$ cat config.mk
export PLATFORM = sky130hd
export DESIGN_NAME = seg7_capture_decoder
export DESIGN_NICKNAME = d
export VERILOG_FILES = /design/src/rtl/seg7_pkg.sv /design/src/rtl/seg7_inverse_lut.sv /design/src/rtl/seg7_capture_decoder.sv
export SDC_FILE = /design/constraint.sdc
export NUM_CORES = 1
export LEC_CHECK = 0
export BUFFER_PORTS_ARGS = -buffer_cell sky130_fd_sc_hd__buf_4
export CAP_MARGIN = 20
export CORE_MARGIN = 10
export CORE_UTILIZATION = 57
export DETAILED_ROUTE_END_ITERATION = 10
export PLACE_DENSITY = 0.75
export SLEW_MARGIN = 25
export SYNTH_ARGS = -nofsm -noshare
export SYNTH_HDL_FRONTEND = slang
export SYNTH_SLANG_ARGS = --single-unit
$ cat constraint.sdc
create_clock -name CLOCK_50 -period 2.37 [get_ports CLOCK_50]
set_clock_uncertainty 0.15 [all_clocks]
set_input_delay 0.1185 -clock CLOCK_50 [delete_from_list [all_inputs] [get_ports CLOCK_50]]
set_output_delay 0.1185 -clock CLOCK_50 [all_outputs]
set_load 0.02 [all_outputs]
$ cat src/rtl/seg7_pkg.sv
// Shared seven-segment definitions: legal pattern table, blank code, capture FSM states.
package seg7_pkg;

  localparam int SEG_W = 7;

  // Active-high {g..a} patterns for nibbles 0..F; the bus carries the inverse.
  localparam logic [SEG_W-1:0] SEG_TABLE [16] = '{
    7'h3F, 7'h06, 7'h5B, 7'h4F, 7'h66, 7'h6D, 7'h7D, 7'h07,
    7'h7F, 7'h67, 7'h77, 7'h7C, 7'h39, 7'h5E, 7'h79, 7'h71
  };

  // Bus value with every segment off.
  localparam logic [SEG_W-1:0] SEG_BLANK = 7'h7F;

  typedef enum logic {
    COLLECT = 1'b0,
    PRESENT = 1'b1
  } cap_state_e;

  function automatic logic [SEG_W-1:0] hex_to_seg_bus(input logic [3:0] nibble);
    return ~SEG_TABLE[nibble];
  endfunction

endpackage

$ cat src/rtl/seg7_inverse_lut.sv
// Combinational inverse decode of an active-low segment bus to {legal, blank, nibble}.
module seg7_inverse_lut
  import seg7_pkg::*;
(
  input  logic [SEG_W-1:0] seg_bus_i,
  output logic             legal_o,
  output logic             blank_o,
  output logic [3:0]       nibble_o
);

  always_comb begin
    // NOTE: every output gets a default before the search loop so no latch is inferred.
    legal_o  = 1'b0;
    nibble_o = 4'h0;
    blank_o  = (seg_bus_i == SEG_BLANK);
    for (int i = 0; i < 16; i++) begin
      if (seg_bus_i == ~SEG_TABLE[i]) begin
        legal_o  = 1'b1;
        nibble_o = 4'(i);
      end
    end
  end

endmodule

$ cat src/rtl/seg7_capture_decoder.sv
// Captures a multiplexed active-low 7-segment display, filters glitches and
// presents the assembled hex word on a valid/ready handshake.
module seg7_capture_decoder
  import seg7_pkg::*;
#(
  parameter int NUM_DIGITS    = 4,
  parameter int STABLE_CYCLES = 8,
  parameter int CNT_W         = 4
) (
  input  logic                    CLOCK_50,
  input  logic                    Reset,
  input  logic [SEG_W-1:0]        HEX_IN,
  input  logic [NUM_DIGITS-1:0]   DIG_SEL,
  output logic [4*NUM_DIGITS-1:0] DATA_OUT,
  output logic [NUM_DIGITS-1:0]   BLANK_OUT,
  output logic                    OUT_VALID,
  input  logic                    OUT_READY,
  output logic                    ERR_PATTERN
);

  logic [SEG_W-1:0]            hex_prev_q;
  logic [NUM_DIGITS-1:0]       sel_prev_q;
  logic [CNT_W-1:0]            cnt_q;
  logic [NUM_DIGITS-1:0][3:0]  nib_q, nib_d;
  logic [NUM_DIGITS-1:0]       blank_q, blank_d;
  logic [NUM_DIGITS-1:0]       mask_q, mask_d;
  logic                        err_q, err_d;

  cap_state_e                  state_q;
  logic [4*NUM_DIGITS-1:0]     data_q;
  logic [NUM_DIGITS-1:0]       blank_out_q;
  logic                        valid_q;

  logic same, accept, sel_onehot, load;
  logic lut_legal, lut_blank;
  logic [3:0] lut_nibble;

  seg7_inverse_lut u_lut (
    .seg_bus_i (HEX_IN),
    .legal_o   (lut_legal),
    .blank_o   (lut_blank),
    .nibble_o  (lut_nibble)
  );

  assign same       = (HEX_IN == hex_prev_q) && (DIG_SEL == sel_prev_q);
  // The counter passes STABLE_CYCLES-2 only once per stable interval.
  assign accept     = same && (cnt_q == CNT_W'(STABLE_CYCLES - 2));
  assign sel_onehot = (DIG_SEL != '0) && ((DIG_SEL & (DIG_SEL - 1'b1)) == '0);
  assign load       = (state_q == COLLECT) && (&mask_q);

  always_comb begin
    nib_d   = nib_q;
    blank_d = blank_q;
    mask_d  = load ? '0 : mask_q;
    err_d   = 1'b0;
    if (accept && sel_onehot) begin
      if (lut_legal || lut_blank) begin
        for (int i = 0; i < NUM_DIGITS; i++) begin
          if (DIG_SEL[i]) begin
            nib_d[i]   = lut_blank ? 4'h0 : lut_nibble;
            blank_d[i] = lut_blank;
            mask_d[i]  = 1'b1;
          end
        end
      end else begin
        err_d = 1'b1;
      end
    end
  end

  always_ff @(posedge CLOCK_50 or posedge Reset) begin
    if (Reset) begin
      hex_prev_q <= '1;
      sel_prev_q <= '0;
      cnt_q      <= '0;
      // NOTE: the digit registers are few and feed DATA_OUT, so they get a real reset.
      nib_q      <= '0;
      blank_q    <= '0;
      mask_q     <= '0;
      err_q      <= 1'b0;
    end else begin
      // NOTE: non-blocking throughout so every register sees pre-edge values.
      hex_prev_q <= HEX_IN;
      sel_prev_q <= DIG_SEL;
      if (!same) begin
        cnt_q <= '0;
      end else if (cnt_q != CNT_W'(STABLE_CYCLES)) begin
        cnt_q <= cnt_q + CNT_W'(1);
      end
      nib_q   <= nib_d;
      blank_q <= blank_d;
      mask_q  <= mask_d;
      err_q   <= err_d;
    end
  end

  always_ff @(posedge CLOCK_50 or posedge Reset) begin
    if (Reset) begin
      state_q     <= COLLECT;
      data_q      <= '0;
      blank_out_q <= '0;
      valid_q     <= 1'b0;
    end else begin
      case (state_q)
        COLLECT: begin
          if (load) begin
            data_q      <= nib_q;
            blank_out_q <= blank_q;
            valid_q     <= 1'b1;
            state_q     <= PRESENT;
          end
        end
        PRESENT: begin
          if (OUT_READY) begin
            valid_q <= 1'b0;
            state_q <= COLLECT;
          end
        end
      endcase
    end
  end

  assign DATA_OUT    = data_q;
  assign BLANK_OUT   = blank_out_q;
  assign OUT_VALID   = valid_q;
  assign ERR_PATTERN = err_q;

endmodule

Word-level counts from Yosys, hierarchy flattened:

Cells that the tools add are included.

* bits of input ports: 14
* logic and storage cells: 109
* register bits: 62

* multiplexer cells: 49
* add/sub/neg operators: 2
* bitwise logic cells: 2
* reductions and logical operators: 16
* equal/unequal tests: 23

Operators with widths (number)
* $mux 4: 14
* $eq 7x7->1 const B: 5
* $mux 1: 27
* $eq 7x5->1 const B: 3
* $eq 7x6->1 const B: 3
* $eq 7x2->1 const B: 2
* $eq 7x4->1 const B: 2
* $mux 3: 4
* $reduce_and 3->1: 4
* $eq 7x3->1 const B: 1
* $eq 7x7->1: 1
* $logic_not 7->1: 1
* $logic_and 1x1->1: 5
* $add 4x1->4 const B: 1
* $and 4x4->4: 1
* $eq 4x3->1 const B: 1
* $eq 4x4->1: 1
* $logic_not 4->1: 1
* $mux 2: 2
* $ne 2x2->1 const B: 2
* $ne 4x4->1 const B: 1
* $pmux 1 s2: 2
* $reduce_and 2->1: 2
* $reduce_and 4->1: 1
* other kinds (5): 5

Logic depth before layout (Yosys ltp):

* word-level depth: 20
* depth in mapped cells: 8

By module:

Synthesis repeated with hierarchy kept, for this count alone.

* cell total of the unflattened synthesis: 252
* area total of the unflattened synthesis: 3036.7 µm²

By module, submodules not included
* seg7_capture_decoder: cells each 193, instances 1, area each 2620.0 µm²
* seg7_inverse_lut: cells each 59, instances 1, area each 416.6 µm²

Worst setup path before layout:

Ideal clock, no wire load.

* path kind: register -> register
* from: register hex_prev_q[2]
* to: register nib_q[0] in the netlist's numbering
* data arrival time: 1.890 ns
* stages on the path, launching flop included: 8
* setup slack: 0.204 ns
* library setup time: 0.125 ns
* required time: 2.095 ns
* path through: dfstp_2 -> xor2_1 -> nor4_1 -> nand3_1 -> nor3_1 -> and3_1 -> buf_4 -> mux2_4

* longest elaborated chain between the ends: 5

RTL lines
* start, declared: RTL line seg7_capture_decoder.sv:21 `logic [SEG_W-1:0] hex_prev_q;`
* start signal, assigned: RTL line seg7_capture_decoder.sv:73 `hex_prev_q <= '1;`
* start signal, assigned: RTL line seg7_capture_decoder.sv:83 `hex_prev_q <= HEX_IN;`
* $eq 7x7->1: RTL line seg7_capture_decoder.sv:45 `assign same = (HEX_IN == hex_prev_q) && (DIG_SEL == sel_prev_q);`
* $logic_and 1x1->1: RTL line seg7_capture_decoder.sv:45
* $logic_and 1x1->1: RTL line seg7_capture_decoder.sv:47 `assign accept = same && (cnt_q == CNT_W'(STABLE_CYCLES - 2));`
* $logic_and 1x1->1: RTL line seg7_capture_decoder.sv:56 `if (accept && sel_onehot) begin`
* $reduce_and 3->1 (no source line)
* end signal, assigned: RTL line seg7_capture_decoder.sv:90 `nib_q <= nib_d;`
* end, declared: RTL line seg7_capture_decoder.sv:24 `logic [NUM_DIGITS-1:0][3:0] nib_q, nib_d;`

No other way between the ends.
A chain may end at the register's enable or synchronous reset.

Worst setup path in the final report:

* from: register hex_prev_q[5]
* to: register nib_q[7] in the netlist's numbering

Same word-level chain as after synthesis.

==> impl_metrics.csv <==
group,metric,value,unit
yosys,synth.top_cell.area_share,48.01,%
timing,report.final.setup_viol,0,
die,core_footprint,4786,um2
worst_hold_path,type_of_the_tightest_min_delay_check,"input pin to flip-flop",
die,chipWidth,90.92,um
global_routing,grt_start_max_net_pins,33,
place,post_detailed_placement_half_perimeter_wirelength,4008,um
routing,drtIter0Drc,83,
die,floorplan.rows,25,
setup_path,worstReg2RegStart,"hex_prev_q[5]",
routing,dr_total_vias,2123,
timing,tmin_final,2.252,ns
setup_path,end_point_of_the_critical_path,"nib_q[7]",
run,max_cap_violations,0,
timing,timing.slew.headroom,40.21,%
die,floorplan.die.height,90.92,um
cts,cts.htree.levels,3,
cts,clk_root_buffer_cell,"clkbuf_8",
routing,drtPass1Iterations,4,
setup_path,critical_path.reg2reg.endpoint,"nib_q[7]",
cts,postCtsSetupBuffers,0,
yosys,synthesis.area_per_instance,10.54,um2
cells_and_area,post_route_cells_drive_above_1_share,27.54,%
yosys,syn-num-nets,289,
yosys,postSynth.asyncResetShare,100.0,%
routing,totalWireLength,5841,um
global_routing,first_global_vias,2069,
cts,cts_max_path_buffers,2,
die,floorplan.die_area,8266,um2
yosys,synth.cell_area,2866,um2
cts,tritoncts,"done",
yosys,synthDominantAreaCellType,"dfrtp_1",
cells_and_area,post_synthesis_to_final_layout_area_growth,24.14,%
global_routing,antenna_violations_before_repair,0,
setup_path,critical_path_peak_fanout,6,
place,place.gp.congestion,0.8699,
yosys,synthesis.yosys.warnings,0,
global_routing,grt_overflow,0,
routing,detail_route.wl_per_cell,14.57,um
setup_path,startpoint,"hex_prev_q[5]",
yosys,part_of_the_yosys_area_used_for_sequential_elements,54.43,%
yosys,leading_cell_types_by_total_area_after_synthesis,"dfrtp_1 (48%), nand2_1 (8.5%), mux2_4 (8.4%), dfstp_2 (6.4%), xor2_1 (4.3%)",
yosys,yosysUniqueCellTypes,42,
yosys,synth_commonest_cells,"nand2_1 (65), dfrtp_1 (55), mux2_4 (16), o21ai_0 (15), xor2_1 (14)",
setup_path,r2r_slack,0.12,ns
setup_path,timing.reg2reg.worst_path_depth,8,
timing,worst-slew-pin-transition,0.8968,ns
cells_and_area,sequential_cell_area,1560,um2
yosys,number_of_synthesized_flops_with_an_enable_pin,0,
cts,clk_pin_slew_worst_paths,0.06,ns
yosys,synth.most_common_cell,"nand2_1",
setup_path,worst_setup_path_end_kind,"flip-flop",
setup_path,critical_path_arrival,2.31,ns
yosys,netlist_instances,272,
setup_path,path_class,"flip-flop to flip-flop",
cells_and_area,diodes_inserted,0,
die,effective_utilization_at_floorplan,59.90,%
pwr,design_power_total,2.022,mW
place,placed_cells,373,
run_status,outcome,"completed",
routing,route.detailed.vias_per_inst,5.294,
cells_and_area,nets,347,
setup_path,timing.critical_path.required,2.43,ns
routing,drtAntennaViolNets,0,
cts,cts_inserted_buffers,9,
routing,detail_route.drc_violations,0,
yosys,synth-seq-cells,62,
place,port_buffers,35,
global_routing,grt_first_pass_wirelength,10140,um
timing,finalCritPeriodShare,95.03,%
cells_and_area,nFillCells,354,
timing,timing.final.hold_violations,0,
setup_path,start_kind,"flip-flop",
timing,timing_max_transition_violations_final,0,
pwr,power_density,568.4,nW/um2
die,num_io_pins,36,
timing,max_freq,444.0,MHz
pwr,irDropWorstVdd,0.4507,mV
cells_and_area,multi_input_comb_area,1209,um2
global_routing,combined_global_route_utilization_of_all_metal_layers,14.82,%
cells_and_area,layout.cells.non_filler,401,
pwr,cellLeakagePower,1.795,nW
timing,rsz_0062_raised_after_global_routing,"no",
cts,clk_latency,0.33,ns
cts,tritoncts_num_sinks,62,
yosys,ys.flop_type,"dfrtp_1",
-- cells in the final DEF, fill, tap and decap left out, types with 2 or more instances in the layout --
cell type / instances
nand2_1: 65
dfrtp_1: 55
buf_4: 47
mux2_4: 16
o21ai_0: 15
xor2_1: 14
dlygate4sd3_1: 13
clkbuf_8: 10
inv_1: 9
nor2_1: 8
dfstp_2: 7
nand3_1: 6
a21oi_1: 5
nor3_1: 4
and2_1: 4
and3_1: 4
a21o_1: 4
nor2b_1: 3
nand3b_1: 3
ha_1: 3
clkinv_2: 3
a31oi_1: 2
a22oi_1: 2
nor4bb_1: 2
o31ai_1: 2
xnor2_1: 2
nor4_1: 2
nor4_2: 2
a211oi_1: 2
nand4_1: 2
-- metal layers --
metal  wire (um)  vias to the layer above  track usage, %
li1            -                     1040               -
met3         343                        9           5.237
met4          64                        0           5.483
met2        2664                       57           21.81
met1        2768                     1017           19.62
met5           0                        -               0
-- cell type report --
type / instances / share of cell area, %
Clock buffer: 11 / 3.973
Clock inverter: 4 / 0.6681
Sequential cell: 62 / 43.85
Inverter: 10 / 1.055
Multi-Input combinational cell: 186 / 33.97
Tap cell: 67 / 2.356
Timing Repair Buffer: 61 / 14.14
-- state kept, by name, summed over array words and instances, names as in the netlist --
name / flops
cnt_q: 4
blank_q: 4
OUT_VALID: 1
state_q: 1
mask_q: 4
DATA_OUT: 16
BLANK_OUT: 4
nib_q: 16
sel_prev_q: 4
hex_prev_q: 7
ERR_PATTERN: 1
-- stage by stage --
stage | utilization, % | setup WS [ns] | hold WS [ns] | instance area, um2 | setup TNS, ns
global placement | 67.92 | -0.03473 | 0.09598 | 3251 | -0.4465
finish | 74.35 | 0.1179 | 0.1963 | 3558 | 0
detailed placement | 67.92 | -0.03104 | 0.1120 | 3251 | -0.3556
global route | 74.35 | 0.01997 | 0.2045 | 3558 | 0
CTS | 74.09 | 0.07802 | 0.1651 | 3546 | 0
floorplan | - | 0.2045 | -0.02702 | 2867 | 0
-- worst max-delay path: stages (launching register included) --
cell	delay, ns
dfstp_2	0.53
xor2_1	0.09
nor4_2	0.30
nand3_1	0.15
nor3_1	0.15
buf_4	0.15
and3_1	0.16
buf_4	0.16
mux2_4	0.30
-- what timing repair did --
| action | in CTS | in global routing |
|---|---|---|
| setup endpoints to repair | 0 | 16 |
| hold buffers | 13 | 0 |
| endpoints found under the hold margin | 40 | 0 |
| resized for setup | 0 | 2 |
-- worst min-delay path by stage --
stage | start | endpoint | slack (ns) | depth (start not counted)
6_report | HEX_IN[6] | ERR_PATTERN | 0.20 | 3
5_1_grt | HEX_IN[6] | ERR_PATTERN | 0.20 | 3
4_1_cts | HEX_IN[6] | ERR_PATTERN | 0.17 | 3
3_5_place_dp | Reset | cnt_q[1] | 0.11 | 2
3_3_place_gp | Reset | cnt_q[1] | 0.1 | 2
2_1_floorplan | HEX_IN[0] | hex_prev_q[0] | -0.03 | 0
-- power by group --
group / internal [mW] / switching, mW
sequential: 1.07 / 0.00474
clock: 0.398 / 0.386
combinational: 0.0673 / 0.0924
-- cells by family (layout without fill, tap and decap cells) --
family	after synthesis	in the layout	share of synthesized area, %
adder cells (fa/ha/maj)	3	3	1.310
flip-flops	62	62	54.43
AND/OR/NAND/NOR	110	110	17.68
AO/OA/AOI/OAI	40	40	9.079
buffers and inverters	24	86	3.841
XOR/XNOR	16	16	4.889
multiplexers	17	17	8.773
Power figures use the tool's default switching activity.
